### config.mk
export PLATFORM = sky130hd
export DESIGN_NAME = keypad_responder_flat
export DESIGN_NICKNAME = d
export VERILOG_FILES = /design/src/rtl/keypad_pkg.sv /design/src/rtl/keypad_responder_if.sv /design/src/rtl/keypad_responder_bouncer.sv /design/src/rtl/keypad_responder.sv /design/src/flat_wrapper.sv
export SDC_FILE = /design/constraint.sdc
export NUM_CORES = 1
export LEC_CHECK = 0
export CORE_ASPECT_RATIO = 2
export CORE_MARGIN = 2
export CORE_UTILIZATION = 25
export DETAILED_ROUTE_END_ITERATION = 6
export DONT_BUFFER_PORTS = 1
export SYNTH_ARGS = -nofsm -noshare
export SYNTH_HDL_FRONTEND = slang
export SYNTH_SLANG_ARGS = --single-unit
### constraint.sdc
create_clock -name clk -period 2.3 [get_ports clk]
set_clock_uncertainty 0.15 [all_clocks]
set_input_delay 0.345 -clock clk [delete_from_list [all_inputs] [get_ports clk]]
set_output_delay 0.345 -clock clk [all_outputs]
set_load 0.05 [all_outputs]
### src/rtl/keypad_pkg.sv
// Definitions shared by the keypad scanner and the keypad responder:
// FSM states, key_code field positions and the row/column one-hot helper.
package keypad_pkg;

    typedef enum logic [2:0] {
        IDLE,
        BOUNCE_IN,
        HOLD,
        BOUNCE_OUT,
        DONE
    } kp_state_t;

    localparam int ROW_MSB = 3;
    localparam int ROW_LSB = 2;
    localparam int COL_MSB = 1;
    localparam int COL_LSB = 0;

    // Contact level during the first half of each bounce pair.
    localparam logic POL_PRESS   = 1'b1;
    localparam logic POL_RELEASE = 1'b0;

    function automatic logic [3:0] onehot4(input logic [1:0] idx);
        onehot4 = 4'b0001 << idx;
    endfunction

endpackage

### src/rtl/keypad_responder_if.sv
// Request handshake plus keypad matrix lines between a scanner-side master
// and the key-side responder.
interface keypad_responder_if;
    logic       req;
    logic [3:0] key_code;
    logic       ack;
    logic       busy;
    logic       done;
    logic [3:0] col;
    logic [3:0] row;

    modport master (output req, key_code, col, input ack, busy, done, row);
    modport slave  (input req, key_code, col, output ack, busy, done, row);
endinterface

### src/rtl/keypad_responder_bouncer.sv
// Bounce waveform generator: BOUNCE_TOGGLES pairs of BOUNCE_CLKS-long phases,
// first half at the latched polarity and second half inverted.
module contact_bouncer #(
    parameter int BOUNCE_TOGGLES = 3,
    parameter int BOUNCE_CLKS    = 1000
) (
    input  logic clk,
    input  logic reset_n,
    input  logic start,
    input  logic polarity,
    output logic contact_level,
    output logic finished
);
    localparam int PHASE_W = (BOUNCE_CLKS > 1) ? $clog2(BOUNCE_CLKS) : 1;
    localparam int PAIR_W  = (BOUNCE_TOGGLES > 0) ? $clog2(BOUNCE_TOGGLES + 1) : 1;
    localparam logic [PHASE_W-1:0] LAST_PHASE = PHASE_W'(BOUNCE_CLKS - 1);
    localparam logic [PAIR_W-1:0]  LAST_PAIR  =
        PAIR_W'((BOUNCE_TOGGLES > 0) ? BOUNCE_TOGGLES - 1 : 0);

    logic               running;
    logic               second_half;
    logic               pol_q;
    logic [PHASE_W-1:0] phase_cnt;
    logic [PAIR_W-1:0]  pair_cnt;
    logic               phase_end;

    assign phase_end     = (phase_cnt == LAST_PHASE);
    assign finished      = running && second_half && phase_end && (pair_cnt == LAST_PAIR);
    assign contact_level = running && (second_half ? ~pol_q : pol_q);

    // A start restarts the whole sequence, so the unit can serve press and release.
    always_ff @(posedge clk or negedge reset_n) begin
        if (!reset_n) begin
            running     <= 1'b0;
            second_half <= 1'b0;
            pol_q       <= 1'b0;
            phase_cnt   <= '0;
            pair_cnt    <= '0;
        end else if (start) begin
            running     <= 1'b1;
            second_half <= 1'b0;
            pol_q       <= polarity;
            phase_cnt   <= '0;
            pair_cnt    <= '0;
        end else if (running) begin
            if (finished) begin
                running <= 1'b0;
            end else if (phase_end) begin
                phase_cnt   <= '0;
                second_half <= ~second_half;
                if (second_half) begin
                    pair_cnt <= pair_cnt + PAIR_W'(1);
                end
            end else begin
                phase_cnt <= phase_cnt + PHASE_W'(1);
            end
        end
    end

endmodule

### src/rtl/keypad_responder.sv
// Key side of the keypad matrix: plays a bounced press/hold/release of one key
// back to the scanner by returning rows for the driven columns.
module keypad_responder
    import keypad_pkg::*;
#(
    parameter int HOLD_SCANS     = 8,
    parameter int BOUNCE_TOGGLES = 3,
    parameter int BOUNCE_CLKS    = 1000
) (
    input  logic               clk,
    input  logic               reset_n,
    keypad_responder_if.slave  kp
);
    localparam int SCAN_W = $clog2(HOLD_SCANS + 1);
    localparam logic [SCAN_W-1:0] LAST_SCAN = SCAN_W'(HOLD_SCANS - 1);
    localparam bit HAS_BOUNCE = (BOUNCE_TOGGLES > 0);

    kp_state_t         state;
    kp_state_t         state_nxt;
    logic [3:0]        key_code_q;
    logic              ack_q;
    logic              col3_q;
    logic              scan_rise;
    logic [SCAN_W-1:0] scan_cnt;
    logic              contact;
    logic              bounce_start;
    logic              bounce_pol;
    logic              bounce_level;
    logic              bounce_finished;

    contact_bouncer #(
        .BOUNCE_TOGGLES (BOUNCE_TOGGLES),
        .BOUNCE_CLKS    (BOUNCE_CLKS)
    ) u_bouncer (
        .clk           (clk),
        .reset_n       (reset_n),
        .start         (bounce_start),
        .polarity      (bounce_pol),
        .contact_level (bounce_level),
        .finished      (bounce_finished)
    );

    // A rising col[3] marks the end of one full scan of the matrix.
    assign scan_rise = kp.col[3] && !col3_q;

    always_ff @(posedge clk or negedge reset_n) begin
        if (!reset_n) begin
            state      <= IDLE;
            key_code_q <= '0;
            ack_q      <= 1'b0;
            col3_q     <= 1'b0;
            scan_cnt   <= '0;
        end else begin
            state  <= state_nxt;
            ack_q  <= (state == IDLE) && kp.req;
            col3_q <= kp.col[3];
            if ((state == IDLE) && kp.req) begin
                key_code_q <= kp.key_code;
            end
            if (state != HOLD) begin
                scan_cnt <= '0;
            end else if (scan_rise) begin
                scan_cnt <= scan_cnt + SCAN_W'(1);
            end
        end
    end

    always_comb begin
        state_nxt    = state;
        bounce_start = 1'b0;
        bounce_pol   = POL_PRESS;
        contact      = 1'b0;
        case (state)
            IDLE: begin
                if (kp.req) begin
                    bounce_start = HAS_BOUNCE;
                    state_nxt    = HAS_BOUNCE ? BOUNCE_IN : HOLD;
                end
            end
            BOUNCE_IN: begin
                contact = bounce_level;
                if (bounce_finished) begin
                    state_nxt = HOLD;
                end
            end
            HOLD: begin
                contact = 1'b1;
                if (scan_rise && (scan_cnt == LAST_SCAN)) begin
                    bounce_start = HAS_BOUNCE;
                    bounce_pol   = POL_RELEASE;
                    state_nxt    = HAS_BOUNCE ? BOUNCE_OUT : DONE;
                end
            end
            BOUNCE_OUT: begin
                contact = bounce_level;
                if (bounce_finished) begin
                    state_nxt = DONE;
                end
            end
            DONE: begin
                state_nxt = IDLE;
            end
            default: begin
                state_nxt = IDLE;
            end
        endcase
    end

    // Row return is combinational so the scanner sees the key in the same cycle.
    assign kp.row  = (contact && kp.col[key_code_q[COL_MSB:COL_LSB]])
                     ? onehot4(key_code_q[ROW_MSB:ROW_LSB]) : 4'b0000;
    assign kp.ack  = ack_q;
    assign kp.busy = (state != IDLE);
    assign kp.done = (state == DONE);

endmodule

### src/flat_wrapper.sv
// flat-port wrapper written by rule: the top's interface ports become plain ports
module keypad_responder_flat import keypad_pkg::*;
#(
    parameter int HOLD_SCANS     = 8,
    parameter int BOUNCE_TOGGLES = 3,
    parameter int BOUNCE_CLKS    = 1000
)
  (clk, reset_n, kp_req, kp_key_code, kp_col, kp_ack, kp_busy, kp_done, kp_row);
  keypad_responder_if kp_i ();
  input  logic clk;
  input  logic reset_n;
  input wire logic [$bits(kp_i.req)-1:0] kp_req;
  input wire logic [$bits(kp_i.key_code)-1:0] kp_key_code;
  input wire logic [$bits(kp_i.col)-1:0] kp_col;
  output wire logic [$bits(kp_i.ack)-1:0] kp_ack;
  output wire logic [$bits(kp_i.busy)-1:0] kp_busy;
  output wire logic [$bits(kp_i.done)-1:0] kp_done;
  output wire logic [$bits(kp_i.row)-1:0] kp_row;
  assign kp_i.req = kp_req;
  assign kp_i.key_code = kp_key_code;
  assign kp_i.col = kp_col;
  assign kp_ack = kp_i.ack;
  assign kp_busy = kp_i.busy;
  assign kp_done = kp_i.done;
  assign kp_row = kp_i.row;
  keypad_responder #(.HOLD_SCANS(HOLD_SCANS), .BOUNCE_TOGGLES(BOUNCE_TOGGLES), .BOUNCE_CLKS(BOUNCE_CLKS)) u_core (.clk(clk), .reset_n(reset_n), .kp(kp_i));
endmodule
# After elaboration in Yosys (flattened, before gate mapping)
# Index checks and enable logic that the tools add are counted.
[op_classes]
n_lt_le_gt_ge = 1
reduce_logical = 20
n_shift = 1
n_addsub = 3
eq_ne = 13
muxes = 33
n_bitwise = 2
[ops]
columns = ["cell", "n"]
rows = [
  ["10-bit two-way mux", 4],
  ["1-bit two-way mux", 13],
  ["3-bit two-way mux", 4],
  ["4-bit two-way mux", 3],
  ["3-bit case mux with 4 select lines", 1],
  ["10-bit by 1-bit adder with 10-bit output, second input constant", 1],
  ["10-bit equality test, second input constant", 1],
  ["2-bit two-way mux", 5],
  ["1-bit logical AND", 8],
  ["2-bit by 1-bit inequality test with 1-bit output, second input constant", 4],
  ["4-bit AND reduction", 2],
  ["2-bit nonzero test", 4],
  ["3-bit by 2-bit equality test with 1-bit output, second input constant", 2],
  ["4-bit by 1-bit adder with 4-bit output, second input constant", 1],
  ["4-bit by 3-bit equality test with 1-bit output, second input constant", 1],
  ["1-bit case mux with 2 select lines", 2],
  ["1-bit by 2-bit left shift with 4-bit output, first input constant", 1],
  ["3-bit by 1-bit equality test with 1-bit output, second input constant", 1],
  ["3-bit equality test, second input constant", 1],
  ["3-bit logical NOT", 1],
  ["2-bit by 3-bit < comparator with 1-bit output, second input constant", 1],
  ["3-bit by 2-bit inequality test with 1-bit output, second input constant", 1],
  ["3-bit AND reduction", 1],
  ["3-bit nonzero test", 1],
  ["other kinds (8)", 9],
]
[word_totals]
output_inout_bits = 7
wordCells = 83
inputBits = 11
regBits = 28

# Depth between registers and ports, before layout
[logic_depth]
depth_word = 7
ltp_mapped = 7
ltp_nobuf = 6

# By module
# A second synthesis with hierarchy kept.
[hier_totals]
hier_cells = 149
area_unflattened_um2 = 1550.2
[by_module_without_submodules]
columns = ["module", "seq_area_each_um2", "area_each_um2", "cells_per_inst", "n_inst"]
rows = [
  ["contact_bouncer", 375.4, 875.8, 88, 1],
  ["keypad_responder", 325.3, 674.4, 61, 1],
]

# Least setup slack after synthesis
# Ideal clock, no wire load.
[synth_path]
kind = "reg-to-output"
startpoint = "register u_core.state[1]"
endpoint = "output kp_row[0]"
t_arrival_ps = 1888
path_slack_ps = -83
stages_incl_launch_ff = 5
required_ps = 1805
n_path_buf = 0
path_cell_list = "dfrtp_1 inv_1 o22ai_1 nand3b_1 nor3_1"
[synth_between]
elab_chain_len = 5
elab_cells_between_ends = 7
cone_classes = "eq/ne (3); mux (2); reduce/logical (2)"
[synth_rtl]
columns = ["item", "line", "text"]
rows = [
  ["from (decl)", "keypad_responder.sv:18", "kp_state_t state;"],
  ["from (signal assigned)", "keypad_responder.sv:54", "state <= state_nxt;"],
  ["3-bit by 1-bit equality test with 1-bit output / 3-bit by 2-bit equality test with 1-bit output (equally long branches)", "keypad_responder.sv:73", "case (state)"],
  ["2-bit OR reduction (no source line)", "n/a", ""],
  ["1-bit case mux with 2 select lines (*)", "keypad_responder.sv:73", ""],
  ["1-bit logical AND (*)", "keypad_responder.sv:110", "assign kp.row = (contact && kp.col[key_code_q[COL_MSB:COL_LSB]])"],
  ["4-bit two-way mux (*)", "keypad_responder.sv:111", "? onehot4(key_code_q[ROW_MSB:ROW_LSB]) : 4'b0000;"],
  ["to (decl)", "flat_wrapper.sv:18", "output wire logic [$bits(kp_i.row)-1:0] kp_row;"],
]
# Every way passes the cells marked *; elsewhere a longest branch is shown, timed or not.

# Worst setup path in the final report
[layout_path]
startpoint = "register u_core.u_bouncer.phase_cnt[0]"
endpoint = "register u_core.u_bouncer.phase_cnt[8]"
[layout_between]
elab_chain_len = 5
elab_cells_between_ends = 10
cone_classes = "add/sub (1); eq/ne (2); mux (4); reduce/logical (3)"
[layout_rtl]
columns = ["item", "line", "text"]
rows = [
  ["from (decl)", "keypad_responder_bouncer.sv:23", "logic [PHASE_W-1:0] phase_cnt;"],
  ["from (signal assigned)", "keypad_responder_bouncer.sv:55", "phase_cnt <= phase_cnt + PHASE_W'(1);"],
  ["10-bit by 1-bit adder with 10-bit output / 10-bit equality test (equally long branches)", "keypad_responder_bouncer.sv:55, keypad_responder_bouncer.sv:27", ""],
  ["10-bit two-way mux / 1-bit logical AND (equally long branches)", "keypad_responder_bouncer.sv:48, keypad_responder_bouncer.sv:28", ""],
  ["10-bit two-way mux / 1-bit logical AND (equally long branches)", "keypad_responder_bouncer.sv:46, keypad_responder_bouncer.sv:28", ""],
  ["10-bit two-way mux / 2-bit by 1-bit inequality test with 1-bit output (equally long branches)", "n/a", ""],
  ["10-bit two-way mux / 2-bit AND reduction (equally long branches)", "n/a", ""],
]
# Parallel ways exist; a longest one is shown, timed or not. The select of a mux whose other input is x is not followed.
# A chain may end at the register's enable or synchronous reset.

==> metrics.yaml <==
status: "finished with violations"
violations: "design-rule violations"
yosysSeqAreaShare_pct: 47.0
min_period_ns: 2.15
path_class: "flop to flop"
end_kind: "flop"
drt_iter0_markers: 44
fin_cells: 222
synth_area_leaders: "dfrtp_1, nand2_1, a21oi_1"
critical_path.max_fanout: 15
p_total_w: 0.00127
hold_class: "input pin to flop"
numPlacedInstances: 216
met1_usage_pct: 11.8
start_kind: "flop"
crit_path_end: "u_core.u_bouncer.phase_cnt[8]"
drt_drc_violations_left: 1
synth_top_area_share_pct: 47.0
critPathArrivalTime_ns: 2.19
multi_input_area_um2: 731
grt_usage_pct: 11.4
boundaryPins: 18
portBuffers: 0
synth.avg_cell_area_um2: 10.0
worst_slew_pin_slew_ns: 0.504
post-cts-setup-buffer-count: 0
synth_top_area_cell: "dfrtp_1"
grtUsageMet2_pct: 20.3
fin_crit_sh_pct: 93.3
max_freq_ghz: 0.466
grt_pass1_wl_mm: 5.64
rsz0062_at_grt: "no"
nets: 177
tritoncts: "yes"
drt_first_pass_iters: 6
maxSlewViolCount: 0
synth_seq_cells: 28
reg2reg_from: "u_core.u_bouncer.phase_cnt[0]"
reg2reg_depth: 5
setup-tns-final_ns: 0
die_w_um: 58.6
gr-total-overflow: 0
fin_util_pct: 30.0
grt_start_max_net_pins: 29
top_usage_layer: "met2"
dieArea_um2: 6630
grt_use_met3_pct: 1.71
clk_pin_slew_ns: 0.07
h-tree-depth: 1
hold_viol_final: 0
ir_drop_v: 0.000222
max_cap_violations: 0
regArea_um2: 702
setup_viol: 0
core_area_um2: 5760
drive_gt1_share_pct: 15.5
syn_inst: 149
num_vias: 1185
syn-num-nets: 163
n_fill_cell: 588
startpoint: "u_core.u_bouncer.phase_cnt[0]"
gp_congestion: 0.881
netlist_area_um2: 1490
synthArstFlopShare_pct: 100
rows: 39
worstPathRequired_ns: 2.34
dp.final_hpwl_mm: 2.48
reg2reg_to: "u_core.u_bouncer.phase_cnt[8]"
routed_wl_mm: 3.30
area_growth_pct: 16.0
clk-insertion-delay-late_ns: 0.27
dieHeight_um: 113
cts_sinks: 28
cts_made_buffers: 3
cts.root.buffer_cell: "clkbuf_16"
pwr_density_cell_nw_per_um2: 735
antenna_cells: 0
slew_headroom_pct: 66.3
synthFlopType: "dfrtp_1"
antenna_found_initial: 0
postRouteAntennaNets: 0
p_leak_nw: 0.716
initial_core_util_pct: 25.9
grt_pass1_vias: 1182
avgRoutedWirePerCell_um: 14.9
r2r_setup_slack_ns: 0.15
yosysWarnings: 0
synth_edf_count: 0
worst_hold_slack_ns: 0.0448
clockBufferDepth: 2
vias_per_cell: 5.34
synthDistinctLibCells: 45
## synth_stat cells (2+ instances only)
cell      instances
dfrtp_1          28
nand2_1          21
a21oi_1           8
inv_1             8
nor3_1            7
nand3_1           6
nor2_1            6
o21ai_0           5
nand4_1           4
or3_1             4
a211oi_1          3
ha_1              3
mux2i_1           3
or4_1             3
and2_1            2
and3_1            2
and4_1            2
buf_6             2
mux2_2            2
nand2b_1          2
nor3b_1           2
xnor2_1           2
xor2_1            2
## flip-flops by register name, indices dropped and copies added (netlist names)
register and cells:
u_core.u_bouncer.second_half 1, u_core.u_bouncer.pol_q 1, u_core.state 3, u_core.kp.ack 1, u_core.u_bouncer.phase_cnt 10, u_core.key_code_q 4
u_core.u_bouncer.running 1, u_core.scan_cnt 4, u_core.u_bouncer.pair_cnt 2, u_core.col3_q 1
## cell type report
| class | count | area share, % |
|---|---|---|
| clock buffer | 3 | 4.34 |
| inverter | 8 | 1.74 |
| multi-input combinational | 109 | 42.3 |
| sequential | 28 | 40.6 |
| tap | 61 | 4.41 |
| timing repair buffer | 13 | 6.66 |
## cells by family after synthesis
group / after synthesis / synth area share (%)
AND/OR/NAND/NOR: 68 / 25.9
AO/OA/AOI/OAI: 28 / 12.9
flip-flops: 28 / 47.0
buffers and inverters: 12 / 4.28
multiplexers: 6 / 5.04
XOR/XNOR: 4 / 2.35
adder cells (fa/ha/maj): 3 / 2.52
## repair_timing
action / 4_1_cts / 5_1_grt
gates resized for setup: 0 / 1
endpoints found under the hold margin: 29 / 0
setup endpoints to repair: 0 / 4
hold buffers: 3 / 0
## metrics by stage
stage / setup WS (ns) / instance area [µm²]
global route: 0.00508 / 1730
finish: 0.154 / 1730
CTS: 0.0920 / 1730
detailed placement: 0.190 / 1610
floorplan: -0.0831 / 1490
global placement: 0.237 / 1610
## how the worst min path moves through the flow
stage                   start                    to  slack [ns]  cells after the start
2_1_floorplan         reset_n         u_core.col3_q       -0.10                      0
6_report       kp_key_code[2]  u_core.key_code_q[2]        0.04                      2
3_5_place_dp          reset_n  u_core.key_code_q[1]        -0.1                      0
3_3_place_gp          reset_n  u_core.key_code_q[1]        -0.1                      0
5_1_grt        kp_key_code[2]  u_core.key_code_q[2]        0.06                      2
4_1_cts        kp_key_code[3]  u_core.key_code_q[3]        0.04                      2
## placed cells by master (no fill, tap or decap), types with 3 or more instances in the layout
master / n
mux2i_1: 3
dfrtp_1: 27
buf_4: 10
nand3_1: 6
nand2_1: 21
ha_1: 3
a211oi_1: 3
nor2_1: 6
a21oi_1: 8
inv_1: 8
nand4_1: 4
nor3_1: 7
or4_1: 3
o21ai_0: 5
or3_1: 4
clkbuf_16: 3
## where the power goes
part / internal [W] / leakage (nW) / total [W] / switching, W
Clock: 0.000231 / 0.0370 / 0.000398 / 0.000167
Combinational: 0.000104 / 0.328 / 0.000230 / 0.000127
Sequential: 0.000563 / 0.351 / 0.000643 / 0.0000802
## layer usage
metal / wire (µm) / up-vias
met5: 0 / -
met4: 107 / 0
met3: 102 / 5
met2: 1890 / 22
met1: 1210 / 585
li1: - / 573
## critical path: stages (launching register included)
cell and delay [ns]:
dfrtp_1 0.41, ha_1 0.23, and2_1 0.21, a41o_1 0.39, or4_1 0.51, a21oi_1 0.16
Power figures use the tool's default switching activity.
